`config.mk`:
```
export PLATFORM = sky130hd
export DESIGN_NAME = cic_interp_integrator_flat
export DESIGN_NICKNAME = d
export VERILOG_FILES = /design/src/rtl/cic_interp_integrator_if.sv /design/src/rtl/cic_interp_integrator.sv /design/src/flat_wrapper.sv
export SDC_FILE = /design/constraint.sdc
export NUM_CORES = 1
export LEC_CHECK = 0
export BUFFER_PORTS_ARGS = -buffer_cell sky130_fd_sc_hd__buf_2
export CAP_MARGIN = 30
export CORE_UTILIZATION = 59
export DETAILED_ROUTE_END_ITERATION = 8
export PLACE_DENSITY = 0.83
export SYNTH_ARGS = -nofsm -noshare
export SYNTH_HDL_FRONTEND = slang
export SYNTH_SLANG_ARGS = --single-unit
```
`constraint.sdc`:
```
create_clock -name clk -period 4.8 [get_ports clk]
set_input_delay 0.72 -clock clk [delete_from_list [all_inputs] [get_ports clk]]
set_output_delay 0.72 -clock clk [all_outputs]
set_load 0.1 [all_outputs]
```
`src/rtl/cic_interp_integrator_if.sv`:
```
// Sample/strobe bundle between the CIC comb, the integrator half and the modulator.
interface cic_interp_integrator_if #(
  parameter int unsigned COMB_WIDTH = 24,
  parameter int unsigned OUT_WIDTH  = 16
);
  logic signed [COMB_WIDTH-1:0] in;
  logic                         comb_en;
  logic signed [OUT_WIDTH-1:0]  out;
  logic                         out_valid;

  modport master (input in, output comb_en, output out, output out_valid);
  modport slave  (output in, input comb_en, input out, input out_valid);
endinterface

```
`src/rtl/cic_interp_integrator.sv`:
```
// High-rate CIC interpolator half: rate counter, zero stuffing, N integrators, output scaling.
// Define CIC_SAT_EN to saturate the output narrowing instead of wrapping.
module cic_interp_integrator #(
  parameter int unsigned COMB_WIDTH = 24,
  parameter int unsigned N          = 3,
  parameter int unsigned R          = 16,
  parameter int unsigned ACC_WIDTH  = 32,
  parameter int unsigned SHIFT      = 8,
  parameter int unsigned OUT_WIDTH  = 16
) (
  input  logic                    clk,
  input  logic                    rst,
  cic_interp_integrator_if.master bus
);

  localparam int unsigned CNT_W = $clog2(R);

  logic [CNT_W-1:0]             cnt;
  logic                         capture_c;
  logic signed [ACC_WIDTH-1:0]  x_c;
  logic signed [ACC_WIDTH-1:0]  integ [N];
  logic [N-1:0]                 vpipe;
  logic signed [ACC_WIDTH-1:0]  shifted_c;
  logic signed [OUT_WIDTH-1:0]  narrow_c;

  // The comb output is stable on the last cycle of each period; that is the capture point.
  assign capture_c = (cnt == CNT_W'(R - 1));
  assign x_c       = capture_c ? ACC_WIDTH'(bus.in) : '0;
  assign shifted_c = integ[N-1] >>> SHIFT;

`ifdef CIC_SAT_EN
  localparam int unsigned EXT_W = ((ACC_WIDTH > OUT_WIDTH) ? ACC_WIDTH : OUT_WIDTH) + 1;
  localparam logic signed [EXT_W-1:0] OUT_MAX =
    {{(EXT_W-OUT_WIDTH+1){1'b0}}, {(OUT_WIDTH-1){1'b1}}};
  localparam logic signed [EXT_W-1:0] OUT_MIN =
    {{(EXT_W-OUT_WIDTH+1){1'b1}}, {(OUT_WIDTH-1){1'b0}}};

  logic signed [EXT_W-1:0] ext_c;
  assign ext_c = EXT_W'(shifted_c);

  // Clamp only at the output; the integrator chain itself must keep wrapping.
  always_comb begin
    narrow_c = OUT_WIDTH'(shifted_c);
    if (ext_c > OUT_MAX) begin
      narrow_c = OUT_MAX[OUT_WIDTH-1:0];
    end else if (ext_c < OUT_MIN) begin
      narrow_c = OUT_MIN[OUT_WIDTH-1:0];
    end
  end
`else
  assign narrow_c = OUT_WIDTH'(shifted_c);
`endif

  // Rate counter, integrator chain, valid tracking and output register.
  always_ff @(posedge clk) begin
    if (!rst) begin
      cnt           <= '0;
      bus.comb_en   <= 1'b0;
      bus.out       <= '0;
      bus.out_valid <= 1'b0;
      vpipe         <= '0;
      for (int unsigned k = 0; k < N; k++) begin
        integ[k] <= '0;
      end
    end else begin
      cnt         <= capture_c ? '0 : cnt + 1'b1;
      bus.comb_en <= (cnt == '0);
      integ[0]    <= integ[0] + x_c;
      for (int unsigned k = 1; k < N; k++) begin
        integ[k] <= integ[k] + integ[k-1];
      end
      // Valid marker follows the first captured sample down the chain.
      vpipe[0] <= vpipe[0] | capture_c;
      for (int unsigned k = 1; k < N; k++) begin
        vpipe[k] <= vpipe[k-1];
      end
      bus.out_valid <= vpipe[N-1];
      bus.out       <= narrow_c;
    end
  end

endmodule

```
`src/flat_wrapper.sv`:
```
// flat-port wrapper written by rule: the top's interface ports become plain ports
module cic_interp_integrator_flat 
#(
  parameter int unsigned COMB_WIDTH = 24,
  parameter int unsigned N          = 3,
  parameter int unsigned R          = 16,
  parameter int unsigned ACC_WIDTH  = 32,
  parameter int unsigned SHIFT      = 8,
  parameter int unsigned OUT_WIDTH  = 16
)
  (clk, rst, bus_in, bus_comb_en, bus_out, bus_out_valid);
  cic_interp_integrator_if #(.COMB_WIDTH(COMB_WIDTH), .OUT_WIDTH(OUT_WIDTH)) bus_i ();
  input  logic clk;
  input  logic rst;
  input wire logic [$bits(bus_i.in)-1:0] bus_in;
  output wire logic [$bits(bus_i.comb_en)-1:0] bus_comb_en;
  output wire logic [$bits(bus_i.out)-1:0] bus_out;
  output wire logic [$bits(bus_i.out_valid)-1:0] bus_out_valid;
  assign bus_i.in = bus_in;
  assign bus_comb_en = bus_i.comb_en;
  assign bus_out = bus_i.out;
  assign bus_out_valid = bus_i.out_valid;
  cic_interp_integrator #(.COMB_WIDTH(COMB_WIDTH), .N(N), .R(R), .ACC_WIDTH(ACC_WIDTH), .SHIFT(SHIFT), .OUT_WIDTH(OUT_WIDTH)) u_core (.clk(clk), .rst(rst), .bus(bus_i));
endmodule
```
[Yosys cells after proc, flatten, opt, wreduce, memory -nomap -nowiden]
Memory sizes are Yosys's and may differ from the RTL's.
Index checks and enable logic that the tools add are counted.
Operators by class
  $add $sub $neg: 4
  reduce and logical (&&, ||, !) cells: 2
  bitwise gates (word level): 5
  eq/ne operators: 1
  multiplexer cells: 6
Operators with widths (count)
  two-way mux 32 bit: 4
  adder 32 bit: 3
  adder 4 x 1 -> 4 bit, second input constant: 1
  equality test 4 bit, second input constant: 1
  zero test 4 bit: 1
  bitwise OR 1 bit: 4
  two-way mux 1 bit: 2
  OR reduction 2 bit: 1
  inverter 1 bit: 1
Word-level totals
  logic and storage cells: 24
  output and inout port bits: 18
  bits in registers: 25
  bits in writable memories: 96
  bits of input ports: 26
  memories: 1
Memory list
  u_core.integ: depth 3, bits a word 32, rd ports 3, clocked after Yosys merged registers in 0, write ports 3, RTL line cic_interp_integrator.sv:21  | logic signed [ACC_WIDTH-1:0] integ [N];

[Longest topological paths before layout]
Gate-level depths: netlist of the first run.
  depth after elaboration: 4
  gate-level depth with buffers: 14

[Least setup slack after synthesis of the first run]
OpenSTA, ideal clock, no wires.
  kind: register to register
  from: register u_core.cnt[0]
  to: memory u_core.integ[0][23]
  cell stages (with the launch flop): 15
  clock period less this slack: 3.273 ns
  setup slack: 1.527 ns
  data required time: 4.729 ns
  library setup time: 0.071 ns
  data arrival time: 3.202 ns
  path through: dfxtp_1 > ha_1 > and3_1 > clkbuf_1 > clkbuf_1 > and2_1 > ha_1 > buf_6 > a211oi_2 > o21bai_1 > o31a_1 > a221o_1 > o211a_1 > or3_1 > a21oi_1
RTL lines
  start, declared: RTL line cic_interp_integrator.sv:18  | logic [CNT_W-1:0] cnt;
  start signal, assigned: RTL line cic_interp_integrator.sv:66  | cnt <= capture_c ? '0 : cnt + 1'b1;
  end, declared: RTL line cic_interp_integrator.sv:21

==> results of run 1 <==
-- critical path, cell delays in order, from the launching register on --
cell and delay, ns:
dfxtp_1 0.41, ha_1 0.23, and3_1 0.64, and2_1 0.24, ha_1 0.33, a211oi_2 0.24, o21bai_1 0.11, o31a_1 0.26
a221o_1 0.34, o211a_1 0.23, or3_1 0.36, a21oi_1 0.12
-- synth_stat cells, types with 6 or more instances --
| master | number | area (sq um) |
|---|---|---|
| dfxtp_1 | 97 | 1940 |
| ha_1 | 71 | 888 |
| nor2_1 | 69 | 259 |
| a21oi_1 | 62 | 310 |
| and2_1 | 55 | 344 |
| nand2_1 | 41 | 154 |
| o21ai_0 | 33 | 165 |
| a21o_1 | 28 | 210 |
| xor2_1 | 28 | 245 |
| xnor2_1 | 19 | 166 |
| clkbuf_1 | 16 | 60.1 |
| inv_1 | 16 | 60.1 |
| nand2b_1 | 14 | 87.6 |
| nor3_1 | 13 | 65.1 |
| a211oi_1 | 12 | 90.1 |
| o21bai_1 | 12 | 90.1 |
| o21a_1 | 10 | 75.1 |
| and3_1 | 9 | 56.3 |
| mux2i_1 | 8 | 80.1 |
| nor2b_1 | 8 | 50.1 |
| or3_1 | 8 | 50.1 |
| nand3_1 | 7 | 35.0 |
| a31oi_1 | 6 | 37.5 |
| nand4_1 | 6 | 37.5 |
-- registers in the layout (all words and copies together) (netlist names) --
name,flops
u_core.bus.comb_en,1
u_core.bus.out_valid,1
u_core.vpipe,3
u_core.bus.out,16
u_core.cnt,4
u_core.integ,72
-- worst paths after layout --
| path | slack [ns] | from | end | depth (start not counted) |
|---|---|---|---|---|
| worst max-delay path | 1.23 | u_core.cnt[0]$_SDFF_PP0_ | u_core.integ[0][23]$_SDFF_PN0_ | 11 |
| worst min-delay path | 0.44 | u_core.vpipe[2]$_SDFF_PN0_ | u_core.bus.out_valid$_SDFF_PN0_ | 1 |
| worst max register to register | 1.23 | u_core.cnt[0]$_SDFF_PP0_ | u_core.integ[0][23]$_SDFF_PN0_ | 11 |
| worst min register to register | 0.44 | u_core.vpipe[2]$_SDFF_PN0_ | u_core.bus.out_valid$_SDFF_PN0_ | 1 |
-- where the power goes --
part	leakage, uW	switching (uW)	internal [uW]
Combinational	0.00237	50.7	24.6
Clock	0.000107	277	309
Sequential	0.000782	5.68	812
-- cell families (layout without fill, tap and decap cells) --
| logic type | Yosys count | after routing | share of synthesized area |
|---|---|---|---|
| and+or+nand+nor | 245 | 245 | 0.203 |
| AOI/OAI and AO/OA | 208 | 208 | 0.223 |
| DFF | 97 | 97 | 0.315 |
| adders and majority gates | 74 | 74 | 0.154 |
| xor gates and xnor gates | 47 | 47 | 0.0668 |
| buffers and inverters | 35 | 76 | 0.0227 |
| muxes | 9 | 9 | 0.0148 |
-- through the flow --
stage	hold WS (ns)	instances
after floorplan	0.412	715
after global placement	0.413	873
after detailed placement	0.421	873
after CTS	0.444	889
after global routing	0.476	889
final	0.439	889
-- cell type report --
class | count | area (sq um)
Fill cell | 801 | 3260
Sequential cell | 97 | 1940
Inverter | 16 | 60.1
Clock inverter | 4 | 76.3
Clock buffer | 12 | 145
Timing Repair Buffer | 44 | 223
Tap cell | 133 | 166
Multi-Input combinational cell | 583 | 4080
-- routing by layer --
metal  vias to the layer above  wire length (um)  track usage
met2                       201              6240        0.438
li1                       2656                 -            -
met3                        29               793       0.0307
met4                         0               314       0.0969
met1                      2502              6210        0.352
met5                         -                 0            0
==> flow_metrics.py, run 1 <==
metrics = {
    "status": {
        "status": "completed",
    },
    "die": {
        "io_pins": 44,
        "rows": 36,
        "die_h_um": 104,
        "die_w_um": 104,
        "core-area_sq_um": 9950,
        "start_util": 0.619,
        "die_area_sq_um": 10900,
    },
    "drt": {
        "drc": 0,
        "wl_per_cell_um": 15.2,
        "ant_nets": 0,
        "routed_via_density": 6.06,
        "via_count": 5388,
        "first_pass_iters": 5,
        "drt_iter0_markers": 370,
        "routed_wl_mm": 13.6,
    },
    "synthesis": {
        "syn-cell-area_sq_um": 6160,
        "seq_area_frac_synth": 0.315,
        "yosysWarningCount": 0,
        "synth-edff-count": 0,
        "synthCells": 715,
        "syn-num-nets": 815,
        "synth_async_sr_flop_share": 0,
        "yosys_register_bits": 97,
        "syn_avg_cell_area_sq_um": 8.62,
        "ys.flop_type": "dfxtp_1",
        "netlist-cell-type-count": 61,
    },
    "power_and_ir_drop": {
        "p_leak_uw": 0.00326,
        "finalPower_uw": 1480,
        "peakVddDrop_mv": 0.130,
        "p_per_area_nw_per_um2": 221,
    },
    "sta": {
        "setup_viol": 0,
        "tns_ns": 0,
        "finalHoldViolCount": 0,
        "fin_crit_ns": 3.57,
        "slew_headroom": 0.393,
        "rsz0062_at_grt": "no",
        "fin_worst_skew_ns": 0.0157,
        "post-route-period-util": 0.744,
        "setup_slack_ns": 1.23,
        "max_freq_mhz": 280,
        "tightest_slew_ns": 0.909,
        "final_max_slew_viol_count": 0,
    },
    "job": {
        "max_cap_violations": 0,
    },
    "cts": {
        "path_clk_slew_ns": 0.09,
        "post_cts_resized": 0,
        "cts.sink_count": 97,
        "clock_path_buffers": 2,
        "numCtsBuffers": 9,
        "clk_latency_ns": 0.37,
        "cts_tree": "built",
        "cts_hold_buffers": 0,
        "cts_root_buf": "clkbuf_8",
        "htree_levels": 3,
        "cts_setup_buffers": 0,
    },
    "global_routing": {
        "antenna_found_initial": 0,
        "grt_pass1_wl_mm": 23.5,
        "first_global_vias": 5049,
        "grt_max_degree": 51,
        "grt_usage": 0.264,
        "gr-total-overflow": 0,
    },
    "placed_design": {
        "place_ws_ns": 1.24,
        "gp_congestion": 0.985,
        "hpwl_mm": 10.1,
        "io_buffers": 43,
        "place_area_sq_um": 6470,
    },
    "layout": {
        "final_cell_mix": "dfxtp_1, ha_1, nor2_1",
        "final_design_area_no_fill_sq_um": 6690,
        "final_common_cell": "dfxtp_1",
        "syn_to_final_growth_pct": 8.61,
        "fin_nets": 851,
        "antenna_cells": 0,
        "drive_above_1_share": 0.0926,
        "fin_util": 0.672,
    },
    "setup_path": {
        "critical_path_class": "flop to flop",
        "worstPathRequired_ns": 5.10,
        "crit_fanout": 27,
        "worstSetupStartpointType": "flop",
        "endpoint_kind": "flop",
        "crit_arrival_ns": 3.87,
    },
    "worst_hold_path": {
        "hp-class": "flop to flop",
    },
}
(Power assumes the default switching activity.)
==> run 2: changes to the inputs <==
Settings changed: CORE_UTILIZATION 59 to 55, PLACE_DENSITY 0.83 to 0.82.
Clock period 4.8 ns to 2.9 ns, I/O delays scaled along.
==> run 2 against run 1 <==
Effect of this change:
- clock skew down 0.0010 ns
- sequential share of layout area down 1.5 points
- fmax up 26%
- flip-flop and latch count unchanged
- largest power group unchanged
- routed wire length up 6.8%
- setup slack worse by 1.2 ns
- register-to-register slack worse by 1.2 ns
- cell count up 3.6%
- via count up 1.3%
- highest routed layer unchanged
- total power up 60%
- sequential power up 66%
- design area up 5.8%
==> flow_metrics.py, run 2 (synthesis gave the netlist of run 1 again) <==
metrics = {
    "die": {
        "start_util": 0.566,
        "die_area_sq_um": 11600,
        "die_w_um": 108,
        "rows": 38,
        "die_h_um": 108,
        "io_pins": 44,
        "core-area_sq_um": 10900,
    },
    "setup_path": {
        "worstSetupStartpointType": "flop",
        "crit_family": "simple AND/OR/NAND/NOR gates",
        "endpoint_kind": "flop",
        "worstPathCellList": "ha_4 > and3_4 > and2_1 > ha_1 > and3_1 > and4_1 > and3_4 > o2111a_1 > o211a_1 > or3_1 > a21oi_1",
        "worstPathRequired_ns": 3.21,
        "critical_path_class": "flop to flop",
        "crit_fanout": 5,
        "crit_arrival_ns": 3.15,
        "worst-path-buf-inv": 0,
        "slowest_delay_ns": 0.36,
        "crit_path_frequent_cell": "and3_4",
        "slowest_stage": "dfxtp_4",
    },
    "power_and_ir_drop": {
        "peakVddDrop_mv": 0.250,
        "p_per_area_nw_per_um2": 335,
        "p_leak_uw": 0.00336,
        "finalPower_uw": 2370,
    },
    "cts": {
        "clock_path_buffers": 2,
        "cts_tree": "built",
        "htree_levels": 3,
        "clk_latency_ns": 0.38,
        "cts.sink_count": 97,
        "path_clk_slew_ns": 0.09,
        "cts_root_buf": "clkbuf_8",
        "numCtsBuffers": 9,
        "cts_hold_buffers": 0,
    },
    "drt": {
        "via_count": 5456,
        "wl_met1_mm": 6.57,
        "wl_per_cell_um": 15.7,
        "met3_length_um": 610,
        "routed_via_density": 5.92,
        "drc": 0,
        "routed_wl_mm": 14.5,
        "drt_iter0_markers": 345,
        "wl_met2_mm": 6.74,
        "first_pass_iters": 7,
        "ant_nets": 0,
        "top_layer": "met4",
    },
    "global_routing": {
        "grt_max_degree": 60,
        "first_global_vias": 5117,
        "grt_pass1_wl_mm": 23.7,
        "gr-total-overflow": 0,
        "grt_usage": 0.260,
        "antenna_found_initial": 0,
    },
    "layout": {
        "drive_above_1_share": 0.165,
        "fin_nets": 876,
        "antenna_cells": 0,
        "max_flop_register": "u_core.integ",
        "largest_reg_flops": 72,
        "largestRegisters": "u_core.integ: 72 flops, u_core.bus.out: 16 flops, u_core.cnt: 4 flops",
        "syn_to_final_growth_pct": 14.9,
        "final_common_cell": "dfxtp_1",
        "final_cell_mix": "dfxtp_1, nor2_1, ha_1",
    },
    "status": {
        "status": "completed",
    },
    "sta": {
        "rsz0062_at_grt": "yes",
        "finalHoldViolCount": 0,
        "post-route-period-util": 0.979,
        "fin_crit_ns": 2.84,
        "tightest_slew_ns": 0.649,
        "slew_headroom": 0.567,
        "final_max_slew_viol_count": 0,
        "fin_worst_skew_ns": 0.0147,
        "setup_slack_ns": 0.0612,
        "setup_viol": 0,
        "max_freq_mhz": 352,
    },
    "placed_design": {
        "gp_congestion": 0.954,
        "hpwl_mm": 10.5,
        "io_buffers": 43,
        "place_ws_ns": -0.119,
    },
    "worst_hold_path": {
        "hp-class": "flop to flop",
    },
    "job": {
        "max_cap_violations": 0,
    },
}
run 2: changes by cell type in the layout (fill, tap and decap cells not counted), sizes merged:
cell | before | now
buf | 44 | 67
and3 | 9 | 11
bufinv | 2 | 0
clkinvlp | 1 | 3
clkbuf | 12 | 13
clkinv | 1 | 0
run 2: worst paths after layout:
path                                   start                             end  slack [ns]  cells past startpoint
setup reg to reg    u_core.cnt[1]$_SDFF_PP0_  u_core.integ[0][23]$_SDFF_PN0_        0.06                     11
hold / removal    u_core.vpipe[1]$_SDFF_PN0_      u_core.vpipe[2]$_SDFF_PN0_        0.44                      1
hold reg to reg   u_core.vpipe[1]$_SDFF_PN0_      u_core.vpipe[2]$_SDFF_PN0_        0.44                      1
setup / recovery    u_core.cnt[1]$_SDFF_PP0_  u_core.integ[0][23]$_SDFF_PN0_        0.06                     11
run 2: stage by stage:
| stage | utilization | instance area (sq um) | instances | hold slack [ns] | TNS [ns] |
|---|---|---|---|---|---|
| floorplan | - | 6270 | 715 | 0.412 | -0.0778 |
| global placement | 0.614 | 6690 | 898 | 0.413 | 0 |
| detailed placement | 0.614 | 6690 | 898 | 0.419 | -0.235 |
| CTS | 0.642 | 6990 | 920 | 0.441 | 0 |
| global route | 0.650 | 7080 | 921 | 0.459 | -0.0181 |
| finish | 0.650 | 7080 | 921 | 0.439 | 0 |
run 2: power breakdown:
part           internal (uW)  total [uW]  switching [uW]  leakage (uW)
combinational           46.2         134            87.9       0.00248
sequential              1340        1360            10.5      0.000784
clock                    406         882             477     0.0000939
total                   1800        2370             575       0.00336
run 2: layer usage:
layer,vias up,track usage
li1,2710,-
met1,2524,0.328
met2,175,0.428
met3,47,0.0339
met4,0,0.143
met5,-,0
run 2: timing repair:
| item | CTS | global route |
|---|---|---|
| endpoints found under the setup margin | 7 | 13 |
| buffers inserted | 4 | 1 |
| resized for setup | 11 | 20 |
| pin swaps | 2 | 8 |
| cloned | 2 | 0 |
run 2: final cells by class:
class | instances | area [sq um]
Inverter | 16 | 60.1
Clock inverter | 3 | 22.5
Tap cell | 140 | 175
Clock buffer | 13 | 179
Sequential cell | 97 | 1950
Multi-Input combinational cell | 585 | 4300
Fill cell | 876 | 3810
Timing Repair Buffer | 67 | 399
==> run 3: changes to the inputs <==
Settings changed: CELL_PAD_IN_SITES_DETAIL_PLACEMENT set to 0, CELL_PAD_IN_SITES_GLOBAL_PLACEMENT set to 1, CORE_UTILIZATION 55 to 42.
==> run 3 against run 2 <==
Effect of this change:
- setup slack gained 0.042 ns
- critical endpoint unchanged
- fmax grew 1.5%
- die area grew 30%
- largest power group unchanged
- critical path depth is the same
- sequential power is essentially flat
- combinational power grew 3%
- non-clock buffer count grew 7
==> flow_metrics.py, run 3 (synthesis gave the netlist of run 1 again) <==
metrics = {
    "sta": {
        "finalHoldViolCount": 0,
        "timing.hold.ws_ns": 0.436,
        "slew_headroom": 0.653,
        "post-route-period-util": 0.964,
        "fin_worst_skew_ns": 0.0113,
        "fin_crit_ns": 2.80,
        "tns_ns": 0,
        "rsz0062_at_grt": "no",
        "final_max_slew_viol_count": 0,
        "max_freq_mhz": 358,
        "setup_viol": 0,
        "setup_slack_ns": 0.103,
        "tightest_slew_ns": 0.517,
    },
    "worst_hold_path": {
        "hp-class": "flop to flop",
        "hold_start": "u_core.vpipe[1]$_SDFF_PN0_",
        "whs_endpoint": "u_core.vpipe[2]$_SDFF_PN0_",
        "hold_depth": 1,
    },
    "layout": {
        "syn_to_final_growth_pct": 18.0,
        "fill_cells": 1344,
        "max_flop_register": "u_core.integ",
        "final_cell_mix": "dfxtp_1, nor2_1, ha_1",
        "largestRegisters": "u_core.integ: 72 flops, u_core.bus.out: 16 flops, u_core.cnt: 4 flops",
        "fin_nets": 883,
        "fin_cells": 968,
        "final_common_cell": "dfxtp_1",
        "drive_above_1_share": 0.166,
        "antenna_cells": 0,
        "largest_reg_flops": 72,
    },
    "drt": {
        "drt_iter0_markers": 196,
        "wl_per_cell_um": 15.1,
        "ant_nets": 0,
        "first_pass_iters": 5,
        "routed_wl_mm": 14.6,
        "drc": 0,
        "via_count": 5264,
        "routed_via_density": 5.44,
    },
    "job": {
        "max_cap_violations": 0,
    },
    "placed_design": {
        "io_buffers": 43,
        "hpwl_mm": 11.1,
        "post-place-cells": 947,
        "gp_congestion": 0.896,
        "place_ws_ns": -0.127,
    },
    "setup_path": {
        "critical_path_class": "flop to flop",
        "worstSetupStartpointType": "flop",
        "endpoint_kind": "flop",
        "ff2ff_setup_slack_ns": 0.10,
        "crit_arrival_ns": 3.09,
        "worstReg2RegStart": "u_core.cnt[1]$_SDFF_PP0_",
        "ff2ff_path_depth": 11,
        "worstPathRequired_ns": 3.20,
        "r2r_end": "u_core.integ[0][23]$_SDFF_PN0_",
        "crit_fanout": 5,
    },
    "status": {
        "status": "completed",
    },
    "cts": {
        "cts_hold_buffers": 0,
        "numCtsBuffers": 9,
        "clk_latency_ns": 0.35,
        "clock_path_buffers": 2,
        "path_clk_slew_ns": 0.08,
        "cts_tree": "built",
        "cts.sink_count": 97,
        "cts_root_buf": "clkbuf_16",
        "htree_levels": 3,
    },
    "die": {
        "die_w_um": 123,
        "rows": 43,
        "io_pins": 44,
        "die_area_sq_um": 15200,
        "core-area_sq_um": 14100,
        "die_h_um": 123,
        "start_util": 0.437,
    },
    "global_routing": {
        "grt_pass1_wl_mm": 23.8,
        "antenna_found_initial": 0,
        "first_global_vias": 5117,
        "grt_max_degree": 50,
        "gr-total-overflow": 0,
        "grt_usage": 0.201,
    },
    "power_and_ir_drop": {
        "pwr-share-comb": 0.051,
        "seq_power_share": 0.497,
        "p_leak_uw": 0.00348,
        "p_clk_frac": 0.453,
        "sw_frac_of_total": 0.239,
        "p_per_area_nw_per_um2": 375,
        "p_switching_uw": 650,
        "internal_power_uw": 2080,
        "finalPower_uw": 2730,
        "peakVddDrop_mv": 0.274,
    },
}
run 3: per-layer routing:
layer / vias to the layer above / GRT usage / share of wire
met2: 82 / 0.332 / 0.46
met1: 2444 / 0.260 / 0.49
met4: 0 / 0.0753 / 0.022
li1: 2718 / - / -
met5: - / 0 / 0
met3: 20 / 0.0346 / 0.025
run 3: power groups by stage:
| stage | Clock, uW | Combinational, uW | Sequential (uW) |
|---|---|---|---|
| global route | 1310 | 151 | 1350 |
| finish | 1230 | 138 | 1350 |
| CTS | 1270 | 139 | 1350 |
| global placement | 0 | 136 | 1380 |
| floorplan | 0 | 63.2 | 1410 |
| detailed placement | 0 | 138 | 1380 |
run 3: timing repair:
item	4_1_cts	5_1_grt
resized for setup	4	23
cloned	0	2
pin swaps	0	10
buffers inserted	0	3
endpoints found under the hold margin	0	0
endpoints found under the setup margin	4	12
run 3: worst max-delay path by stage:
stage,slack [ns],from,cells after the start,to
floorplan,-0.08,u_core.cnt[0]$_SDFF_PP0_,14,u_core.integ[0][23]$_SDFF_PN0_
global placement,0.005,u_core.cnt[1]$_SDFF_PP0_,12,u_core.integ[0][20]$_SDFF_PN0_
detailed placement,-0.13,u_core.cnt[1]$_SDFF_PP0_,12,u_core.integ[0][20]$_SDFF_PN0_
CTS,0.002,u_core.cnt[1]$_SDFF_PP0_,12,u_core.integ[0][20]$_SDFF_PN0_
global route,0.01,u_core.cnt[1]$_SDFF_PP0_,12,u_core.integ[0][23]$_SDFF_PN0_
finish,0.10,u_core.cnt[1]$_SDFF_PP0_,11,u_core.integ[0][23]$_SDFF_PN0_
run 3: final cells by class:
| class | count | area [sq um] | area share |
|---|---|---|---|
| sequential | 97 | 1940 | 0.267 |
| clock buffer | 10 | 229 | 0.0315 |
| multi-input combinational | 585 | 4280 | 0.589 |
| tap | 180 | 225 | 0.0310 |
| inverter | 16 | 60.1 | 0.00826 |
| clock inverter | 6 | 76.3 | 0.0105 |
| timing repair buffer | 74 | 452 | 0.0621 |
run 3: stage by stage:
| step | cell area, sq um | util |
|---|---|---|
| floorplan | 6270 | - |
| global placement | 6810 | 0.483 |
| detailed placement | 6810 | 0.483 |
| CTS | 7130 | 0.506 |
| global route | 7270 | 0.516 |
| finish | 7270 | 0.516 |
run 3: critical path, cell delays in order (launching register included):
cell and delay (ns):
dfxtp_2 0.34, ha_4 0.17, and3_4 0.20, and2_1 0.17, ha_1 0.31, and3_4 0.22
and4_1 0.20, and3_4 0.17, o2111a_1 0.27, o211a_1 0.24, or3_1 0.35, a21oi_2 0.11
